--- src/rtl/rr_switch_allocator_pkg.sv ---
// Shared router definitions: allocator state encoding and mesh port indices,
// also used by the crossbar and route computation.
package rr_switch_allocator_pkg;

    typedef enum logic {
        ST_IDLE   = 1'b0,
        ST_LOCKED = 1'b1
    } state_e;

    localparam int PORT_L = 0;
    localparam int PORT_N = 1;
    localparam int PORT_E = 2;
    localparam int PORT_S = 3;
    localparam int PORT_W = 4;

endpackage

--- src/rtl/rr_switch_allocator_rr_pick.sv ---
// Combinational rotate-priority picker: first set request at or after ptr_i,
// wrapping modulo N. Also used by the VC allocator.
module rr_pick #(
    parameter int N     = 5,
    parameter int IDX_W = 3
) (
    input  logic [N-1:0]     req_i,
    input  logic [IDX_W-1:0] ptr_i,
    output logic [N-1:0]     onehot_o,
    output logic [IDX_W-1:0] idx_o
);

    logic [IDX_W:0]   sum;
    logic [IDX_W-1:0] cand;
    logic             found;

    // Walk offsets 0..N-1 from the pointer; the first hit wins.
    always_comb begin
        onehot_o = '0;
        idx_o    = '0;
        found    = 1'b0;
        sum      = '0;
        cand     = '0;
        for (int k = 0; k < N; k++) begin
            sum = {1'b0, ptr_i} + (IDX_W+1)'(k);
            if (sum >= (IDX_W+1)'(N)) begin
                sum = sum - (IDX_W+1)'(N);
            end
            cand = sum[IDX_W-1:0];
            if (!found && req_i[cand]) begin
                found          = 1'b1;
                onehot_o[cand] = 1'b1;
                idx_o          = cand;
            end
        end
    end

endmodule

--- src/rtl/rr_switch_allocator.sv ---
// Round-robin wormhole output-port allocator with registered one-hot grant.
// Optional idle-lock watchdog enabled by defining ARB_TIMEOUT_EN.
module rr_switch_allocator
    import rr_switch_allocator_pkg::*;
#(
    parameter int N       = 5,
    parameter int IDX_W   = 3,
    parameter int TIMEOUT = 16
) (
    input  logic             clk,
    input  logic             rst,
    input  logic [N-1:0]     req,
    input  logic [N-1:0]     tail,
    input  logic             out_ready,
    output logic [N-1:0]     grant,
    output logic             grant_valid,
    output logic [IDX_W-1:0] grant_idx,
    output logic             xfer,
    output logic             timeout
);

    if ((2**IDX_W) < N || TIMEOUT < 1) begin : g_bad_param
        $error("rr_switch_allocator: IDX_W too narrow for N or TIMEOUT < 1");
    end

    state_e           state_q;
    logic [N-1:0]     grant_q;
    logic [IDX_W-1:0] grant_idx_q;
    logic             grant_valid_q;
    logic [IDX_W-1:0] ptr_q;
    logic [IDX_W-1:0] ptr_d;
    logic [N-1:0]     pick_onehot;
    logic [IDX_W-1:0] pick_idx;
    logic             force_rel;
    logic             rel;

    rr_pick #(
        .N     (N),
        .IDX_W (IDX_W)
    ) u_pick (
        .req_i    (req),
        .ptr_i    (ptr_q),
        .onehot_o (pick_onehot),
        .idx_o    (pick_idx)
    );

    assign xfer  = grant_valid_q & req[grant_idx_q] & out_ready;
    assign rel   = (xfer & tail[grant_idx_q]) | force_rel;
    assign ptr_d = (grant_idx_q == IDX_W'(N-1)) ? '0 : grant_idx_q + IDX_W'(1);

    always_ff @(posedge clk or negedge rst) begin
        if (!rst) begin
            state_q       <= ST_IDLE;
            grant_q       <= '0;
            grant_idx_q   <= '0;
            grant_valid_q <= 1'b0;
            ptr_q         <= '0;
        end else begin
            case (state_q)
                ST_IDLE: begin
                    if (|req) begin
                        state_q       <= ST_LOCKED;
                        grant_q       <= pick_onehot;
                        grant_idx_q   <= pick_idx;
                        grant_valid_q <= 1'b1;
                    end
                end
                ST_LOCKED: begin
                    // Other requesters are ignored until the packet ends.
                    if (rel) begin
                        state_q       <= ST_IDLE;
                        grant_q       <= '0;
                        grant_idx_q   <= '0;
                        grant_valid_q <= 1'b0;
                        ptr_q         <= ptr_d;
                    end
                end
                default: state_q <= ST_IDLE;
            endcase
        end
    end

`ifdef ARB_TIMEOUT_EN
    localparam int CNT_W = $clog2(TIMEOUT + 1);

    logic [CNT_W-1:0] cnt_q;
    logic [CNT_W-1:0] cnt_d;
    logic             timeout_q;

    // Release on the TIMEOUT-th consecutive stalled locked cycle.
    assign force_rel = (state_q == ST_LOCKED) && !xfer &&
                       (cnt_q == CNT_W'(TIMEOUT - 1));

    always_comb begin
        cnt_d = cnt_q + CNT_W'(1);
        if (state_q != ST_LOCKED || xfer || force_rel) begin
            cnt_d = '0;
        end
    end

    always_ff @(posedge clk or negedge rst) begin
        if (!rst) begin
            cnt_q     <= '0;
            timeout_q <= 1'b0;
        end else begin
            cnt_q     <= cnt_d;
            timeout_q <= force_rel;
        end
    end

    assign timeout = timeout_q;
`else
    assign force_rel = 1'b0;
    assign timeout   = 1'b0;
`endif

    assign grant       = grant_q;
    assign grant_valid = grant_valid_q;
    assign grant_idx   = grant_idx_q;

endmodule

--- config.mk ---
export PLATFORM = sky130hd
export DESIGN_NAME = rr_switch_allocator
export DESIGN_NICKNAME = d
export VERILOG_FILES = /design/src/rtl/rr_switch_allocator_pkg.sv /design/src/rtl/rr_switch_allocator_rr_pick.sv /design/src/rtl/rr_switch_allocator.sv
export SDC_FILE = /design/constraint.sdc
export NUM_CORES = 1
export LEC_CHECK = 0
export ABC_CLOCK_PERIOD_IN_PS = 3800
export BUFFER_PORTS_ARGS = -buffer_cell sky130_fd_sc_hd__buf_4
export CORE_MARGIN = 4
export CORE_UTILIZATION = 40
export DETAILED_ROUTE_END_ITERATION = 10
export PLACE_DENSITY = 0.62
export SYNTH_ARGS = -nofsm -noshare
export SYNTH_HDL_FRONTEND = slang
export SYNTH_SLANG_ARGS = --single-unit
--- constraint.sdc ---
create_clock -name clk -period 3.8 [get_ports clk]
set_input_delay 0.57 -clock clk [delete_from_list [all_inputs] [get_ports clk]]
set_output_delay 0.57 -clock clk [all_outputs]
set_load 0.02 [all_outputs]
# After elaboration in Yosys (flattened, before gate mapping)

Cells that the tools add are included.

Register bits after elaboration: 13
Bits of input ports: 13
Output and inout port bits: 11
Logic and storage cells: 114

Add/sub/neg operators: 10
$lt $le $gt $ge: 16
Eq/ne operators: 3
Mux-type cells: 56
Bitwise logic cells: 8
Reduce and logical (&&, ||, !) cells: 16

Operators with widths:

| kind                | count |
|---|---|
| $mux 3              | 13 |
| $mux 5              | 7 |
| $lt 3x4->1 const B  | 6 |
| $bmux 1 s3          | 7 |
| $mux 1              | 20 |
| $or 5x5->5          | 4 |
| $ge 4x3->1 const B  | 4 |
| $demux 1 s3         | 5 |
| $ge 3x1->1 const B  | 5 |
| $sub 3x3->3 const B | 5 |
| $pmux 5 s2          | 1 |
| $logic_and 1x1->1   | 9 |
| $add 3x2->4 const B | 2 |
| $pmux 3 s2          | 1 |
| $reduce_or 5->1     | 1 |
| $add 3x1->4 const B | 1 |
| $add 3x3->4 const B | 1 |
| $logic_not 1->1     | 4 |
| $pmux 1 s2          | 2 |
| $reduce_and 2->1    | 2 |
| $add 3x1->3 const B | 1 |
| $and 1x1->1         | 3 |
| $eq 3x3->1 const B  | 1 |
| $ge 3x3->1 const B  | 1 |
| 3 further kinds     | 3 |

# Longest topological paths before layout

Depth in word-level cells: 19
Depth in mapped cells: 14
Mapped depth without buffers: 12

# Cells and area by module

From an unflattened synthesis, not the netlist that was laid out.

Cells, all modules: 274
Area, all modules: 2168.3 um^2

By module, submodules not included:

| module              | times used | cells each | area an instance (um^2) | sequential area each (um^2) |
|---|---|---|---|---|
| rr_pick             | 1          | 196        | 1368.8                  | 0.0 |
| rr_switch_allocator | 1          | 78         | 799.5                   | 325.3 |

# Least setup slack after synthesis

OpenSTA, ideal clock, no wires.

Path kind: register -> register
From: register ptr_q[0]
To: register grant_q[1] (netlist: grant[1])
Library setup time: 0.082 ns
Arrival: 3.330 ns
Required time: 3.718 ns
Path slack: 0.388 ns
Cell stages (with the launch flop): 15
Path buffers: 2
Period minus slack after synthesis: 3.412 ns
Cell sequence: dfrtp_1 inv_2 ha_1 inv_1 fa_1 o21ba_1 or2_1 a21bo_2 o211ai_1 and2_0 clkbuf_1 or4_1 buf_2 or3_1 a31oi_1

Longest elaborated chain between the ends: 19
Elaborated cells between the ends (all ways): 77
Classes of those cells: add/sub: 9; order compare: 15; mux: 36; bitwise: 4; reduce/logical: 13

RTL lines:

| what                                                                 | RTL line                          | source |
|---|---|---|
| start: declaration                                                   | rr_switch_allocator.sv:30         | `logic [IDX_W-1:0] ptr_q;` |
| start signal: assignment                                             | rr_switch_allocator.sv:75         | `ptr_q <= ptr_d;` |
| parallel branches: the longest is 16 deep, another holds $add 3x1->4 | -                                 |  |
| $mux 5 *                                                             | rr_switch_allocator_rr_pick.sv:30 | `if (!found && req_i[cand]) begin` |
| $mux 5 *                                                             | rr_switch_allocator.sv:61         | `if (\|req) begin` |
| $pmux 5 s2 *                                                         | rr_switch_allocator.sv:59         | `case (state_q)` |
| end signal: assignment                                               | rr_switch_allocator.sv:63         | `grant_q <= pick_onehot;` |
| end: declaration                                                     | rr_switch_allocator.sv:27         | `logic [N-1:0] grant_q;` |

Mark *: on every way between the ends. The select of a mux whose other input is x is not followed.
A chain may end at the register's enable or synchronous reset.

# Final worst setup path

From: register ptr_q[1]
To: register grant_q[1] (netlist: grant[1])

The elaborated chain is that of the path after synthesis.

==> summary by stage <==
Yosys
After synthesis the netlist holds a flip-flop and latch count of 13. The synthesized instance count is 246. The sequential cell area fraction in the yosys report is 16.9%. The most frequently used flop master after synthesis is sky130_fd_sc_hd__dfrtp_1.

Ranked by total cell area, the synthesized netlist is headed by sky130_fd_sc_hd__dfrtp_1 17%, sky130_fd_sc_hd__ha_1 6.5%, sky130_fd_sc_hd__a21oi_1 4.7%. The yosys synthesis warning count is 0. The share of the synthesized area in the top cell type is 16.9%. The combined area of all synthesized cells is 1930 sq um. The synthesized area divided by synthesized cell count is 7.84 sq um. The number of synthesized flops with an enable pin is 0. The post-synth net total is 270. The count of unique library cells instantiated by Yosys is 69. The biggest area contributor in the post-synthesis netlist is sky130_fd_sc_hd__dfrtp_1.

For this run, asynchronously set or reset flops after synthesis account for 100%.

Setup path
The kind of start point of the critical path is a flop. The endpoint arrival time on the critical path is 3720 ps. Along the worst path, the maximum fanout reaches 9. Setup slack on the worst reg-to-reg path comes out at 250 ps. The worst setup path is captured at a flop. The worst setup path is of the flop to flop kind. The data required time at the worst endpoint is 3960 ps.

Final layout
The number of antenna cells inserted is 0. The final design instance area without fill is 2190 sq um. Of the cells placed in the final design, the portion with a size suffix greater than 1 is 20.6%.

The number of nets in the finished design is 292. The count of fill cells added during filler insertion is 476. The non-filler instance count after layout is 321. Summing all multi-input logic gate instances after layout gives 1460 sq um. The most common cell after layout, fill and taps aside is sky130_fd_sc_hd__buf_4. The sequential cells in the finished layout cover a total of 325 sq um. Relative to the synthesized area, the layout overhead comes to 13.5%. The final cell utilization of the core is 46.7%. In the layout the commonest cells are 31 x sky130_fd_sc_hd__buf_4, 18 x sky130_fd_sc_hd__a21oi_1, 16 x sky130_fd_sc_hd__inv_1, 16 x sky130_fd_sc_hd__nand2_1, 15 x sky130_fd_sc_hd__nor2_1.

Floorplanning
The number of placement rows is 25. The floorplan step defined a die boundary enclosing 6000 sq um. The die is 77.5 um wide. The boundary pin count is 24. The die is 77.5 um tall. The core region area is 4690 sq um.

The initial utilization of the core area, before any placement, comes to 41.1%.

Global route
The number of antenna violations at the first check in global routing is 0. The global-route wire length before repair is 9.23 mm. Entering global routing, the biggest net connects 23 pins. The overall overflow remaining after global route is 0.

The via count of the first global-routing pass was 1,905. The total routing usage reported by global routing is 19.0%.

Place
The number of cells after detailed placement is 317. Prior to clock tree synthesis, the placed netlist has a worst setup slack of 307 ps. Once placement finished, the instance area stood at 2140 sq um. The count of buffers from port buffering is 22. Routability-driven placement finished with a final weighted congestion of 0.909. Summed over all nets, the half-perimeter wirelength after detailed placement is 4.20 mm.

Timing
The transition time at the pin with the least slew margin is 808 ps. For the final routed database, the setup TNS stands at 0 ps. The final count of hold timing violations was 0. The clock period could shrink to 3550 ps.

In the post-route analysis, the smallest setup slack over all paths is 248 ps. The tightest hold path in the finished design has a slack of 163 ps. Setup violations remaining at the end of the flow were counted as 0.

Setup repair after global routing left no endpoint under its margin. The headroom to the max-slew limit is 45.9%. Across the routed clock network, the largest skew measured is 2.45 ps.

The max-slew violation total from the final report is 0. After layout, the worst path uses 93.5% of the clock period. The achievable frequency is 0.282 GHz.

Power
The peak supply drop is 0.188 mV. Summed over all cells, the static leakage comes to 0.944 nW. The overall power is 0.339 mW. The internal cell power is 0.246 mW. The switching share of total power is 27.5%. Dividing total power by cell area gives a power density of 155 nW/um^2. Sequential cells account for 42.5% of the total power. The logic gate share of total power is 19.0%. The clock network accounts for 38.5% of the total power. The total net switching power is 0.0933 mW.

Worst hold path
The path class of the tightest hold or removal check is primary input to asynchronous set/reset pin.

Clocking
The cell sitting at the root of the clock tree is a sky130_fd_sc_hd__clkbuf_8. Post-CTS timing repair inserted 0 buffers for setup. Buffers inserted during clock tree synthesis total 3. The clock input transition at the sequential cells of the worst setup and hold paths is 60 ps.

The H-tree depth reported by CTS is 1. TritonCTS built the clock tree. The count of clock tree sinks is 13. The maximum root-to-sink buffer count is 2. Gates resized during post-CTS repair numbered 0.

The hold buffer count at cts is 0. The insertion delay to the later sink of the worst-skew pair is 250 ps.

Detailed routing
For this run, the detailed router's first-pass iteration total came to 4. The routed wire length per instance is 16.8 um. The total via count in the routed design is 1,968. In the routed design, unresolved DRC markers number 0. The final layout contains routed wiring with a total length of 5.39 mm. Using the TritonRoute via totals, the vias-per-cell ratio works out to 6.13. The count of nets left with antenna violations once routing finished came out at 0.

The starting DRC count in detailed routing is 265.

Flow run
The number of maximum-capacitance violations is 0.

Status
The flow ran to the end, and the final reports show no timing, DRC or antenna violations.
==> cell type report <==
type / instances / share of cell area (%)
clock buffer: 4 / 2.06
inverter: 17 / 2.91
multi-input combinational: 202 / 66.5
sequential: 13 / 14.9
tap: 54 / 3.09
timing repair buffer: 31 / 10.6
==> worst paths after layout <==
check	from	to	depth (start not counted)
min in group clk	grant_valid$_DFFE_PN0P_	grant_valid$_DFFE_PN0P_	2
hold / removal	rst	ptr_q[1]$_DFFE_PN0P_	1
max in group asynchronous	rst	grant[4]$_DFFE_PN0P_	1
setup reg to reg	ptr_q[1]$_DFFE_PN0P_	grant[1]$_DFFE_PN0P_	10
hold reg to reg	grant_valid$_DFFE_PN0P_	grant_valid$_DFFE_PN0P_	2
setup / recovery	ptr_q[1]$_DFFE_PN0P_	grant[1]$_DFFE_PN0P_	10
==> synthesized netlist by cell type (2+ instances only) <==
library cell and instances:
sky130_fd_sc_hd__a211oi_1 5, sky130_fd_sc_hd__dfrtp_1 13, sky130_fd_sc_hd__a221oi_2 2, sky130_fd_sc_hd__nor2b_1 5, sky130_fd_sc_hd__a21bo_2 2, sky130_fd_sc_hd__o211ai_1 3, sky130_fd_sc_hd__a41oi_1 2, sky130_fd_sc_hd__o221ai_1 3
sky130_fd_sc_hd__ha_1 10, sky130_fd_sc_hd__o211ai_2 2, sky130_fd_sc_hd__a21oi_2 2, sky130_fd_sc_hd__a21oi_1 18, sky130_fd_sc_hd__o21ai_0 8, sky130_fd_sc_hd__nor3_1 6, sky130_fd_sc_hd__nand2b_1 5, sky130_fd_sc_hd__and2_0 2
sky130_fd_sc_hd__inv_1 16, sky130_fd_sc_hd__a31oi_1 6, sky130_fd_sc_hd__nand3_1 14, sky130_fd_sc_hd__or3_1 6, sky130_fd_sc_hd__and2_1 3, sky130_fd_sc_hd__nor3b_1 2, sky130_fd_sc_hd__mux2i_1 5, sky130_fd_sc_hd__a32oi_1 2
sky130_fd_sc_hd__mux2_2 4, sky130_fd_sc_hd__mux4_2 2, sky130_fd_sc_hd__a22o_1 2, sky130_fd_sc_hd__o21a_1 2, sky130_fd_sc_hd__o22ai_1 3, sky130_fd_sc_hd__nand2_1 16, sky130_fd_sc_hd__o21ai_1 2, sky130_fd_sc_hd__a21o_1 5
sky130_fd_sc_hd__and3_1 2, sky130_fd_sc_hd__buf_6 2, sky130_fd_sc_hd__a22oi_1 2, sky130_fd_sc_hd__xnor2_1 4, sky130_fd_sc_hd__buf_4 4, sky130_fd_sc_hd__clkbuf_1 6, sky130_fd_sc_hd__or4_1 2, sky130_fd_sc_hd__a311oi_1 2
sky130_fd_sc_hd__a211o_1 2, sky130_fd_sc_hd__nor2_1 15
==> power groups by stage <==
stage	logic (mW)	registers, mW	clock network, mW
3_3_place_gp	0.0647	0.147	0
5_1_grt	0.0722	0.145	0.139
2_1_floorplan	0.0341	0.150	0
4_1_cts	0.0646	0.144	0.132
6_report	0.0646	0.144	0.131
3_5_place_dp	0.0643	0.147	0
==> metal layers <==
layer / wire length [um] / global-route usage, % / up-vias
li1: - / - / 969
met1: 2520 / 26.9 / 908
met2: 2340 / 29.1 / 74
met3: 391 / 3.02 / 17
met4: 138 / 6.41 / 0
met5: 0 / 0 / -
==> flip-flops by register name, summed over array words and instances, names as in the netlist <==
signal,cells
grant_valid,1
state_q,1
ptr_q,3
grant,5
grant_idx,3
==> cell families after synthesis <==
kind of cell	synth area share, %
AOI/OAI and AO/OA	33.1
xor gates and xnor gates	2.27
adders and majority gates	7.52
buffers and inverters	7.72
DFF	16.9
muxes	8.04
other	0.194
and+or+nand+nor	24.3
==> worst max-delay path: stages (launching register included) <==
cell	delay, ps
sky130_fd_sc_hd__dfrtp_1	480
sky130_fd_sc_hd__inv_1	200
sky130_fd_sc_hd__ha_1	570
sky130_fd_sc_hd__nor2b_1	90
sky130_fd_sc_hd__o2bb2ai_1	170
sky130_fd_sc_hd__a221oi_2	390
sky130_fd_sc_hd__mux2_4	260
sky130_fd_sc_hd__nand3_2	90
sky130_fd_sc_hd__or4_1	660
sky130_fd_sc_hd__or3_1	390
sky130_fd_sc_hd__a31oi_1	180
(Power assumes the default switching activity.)
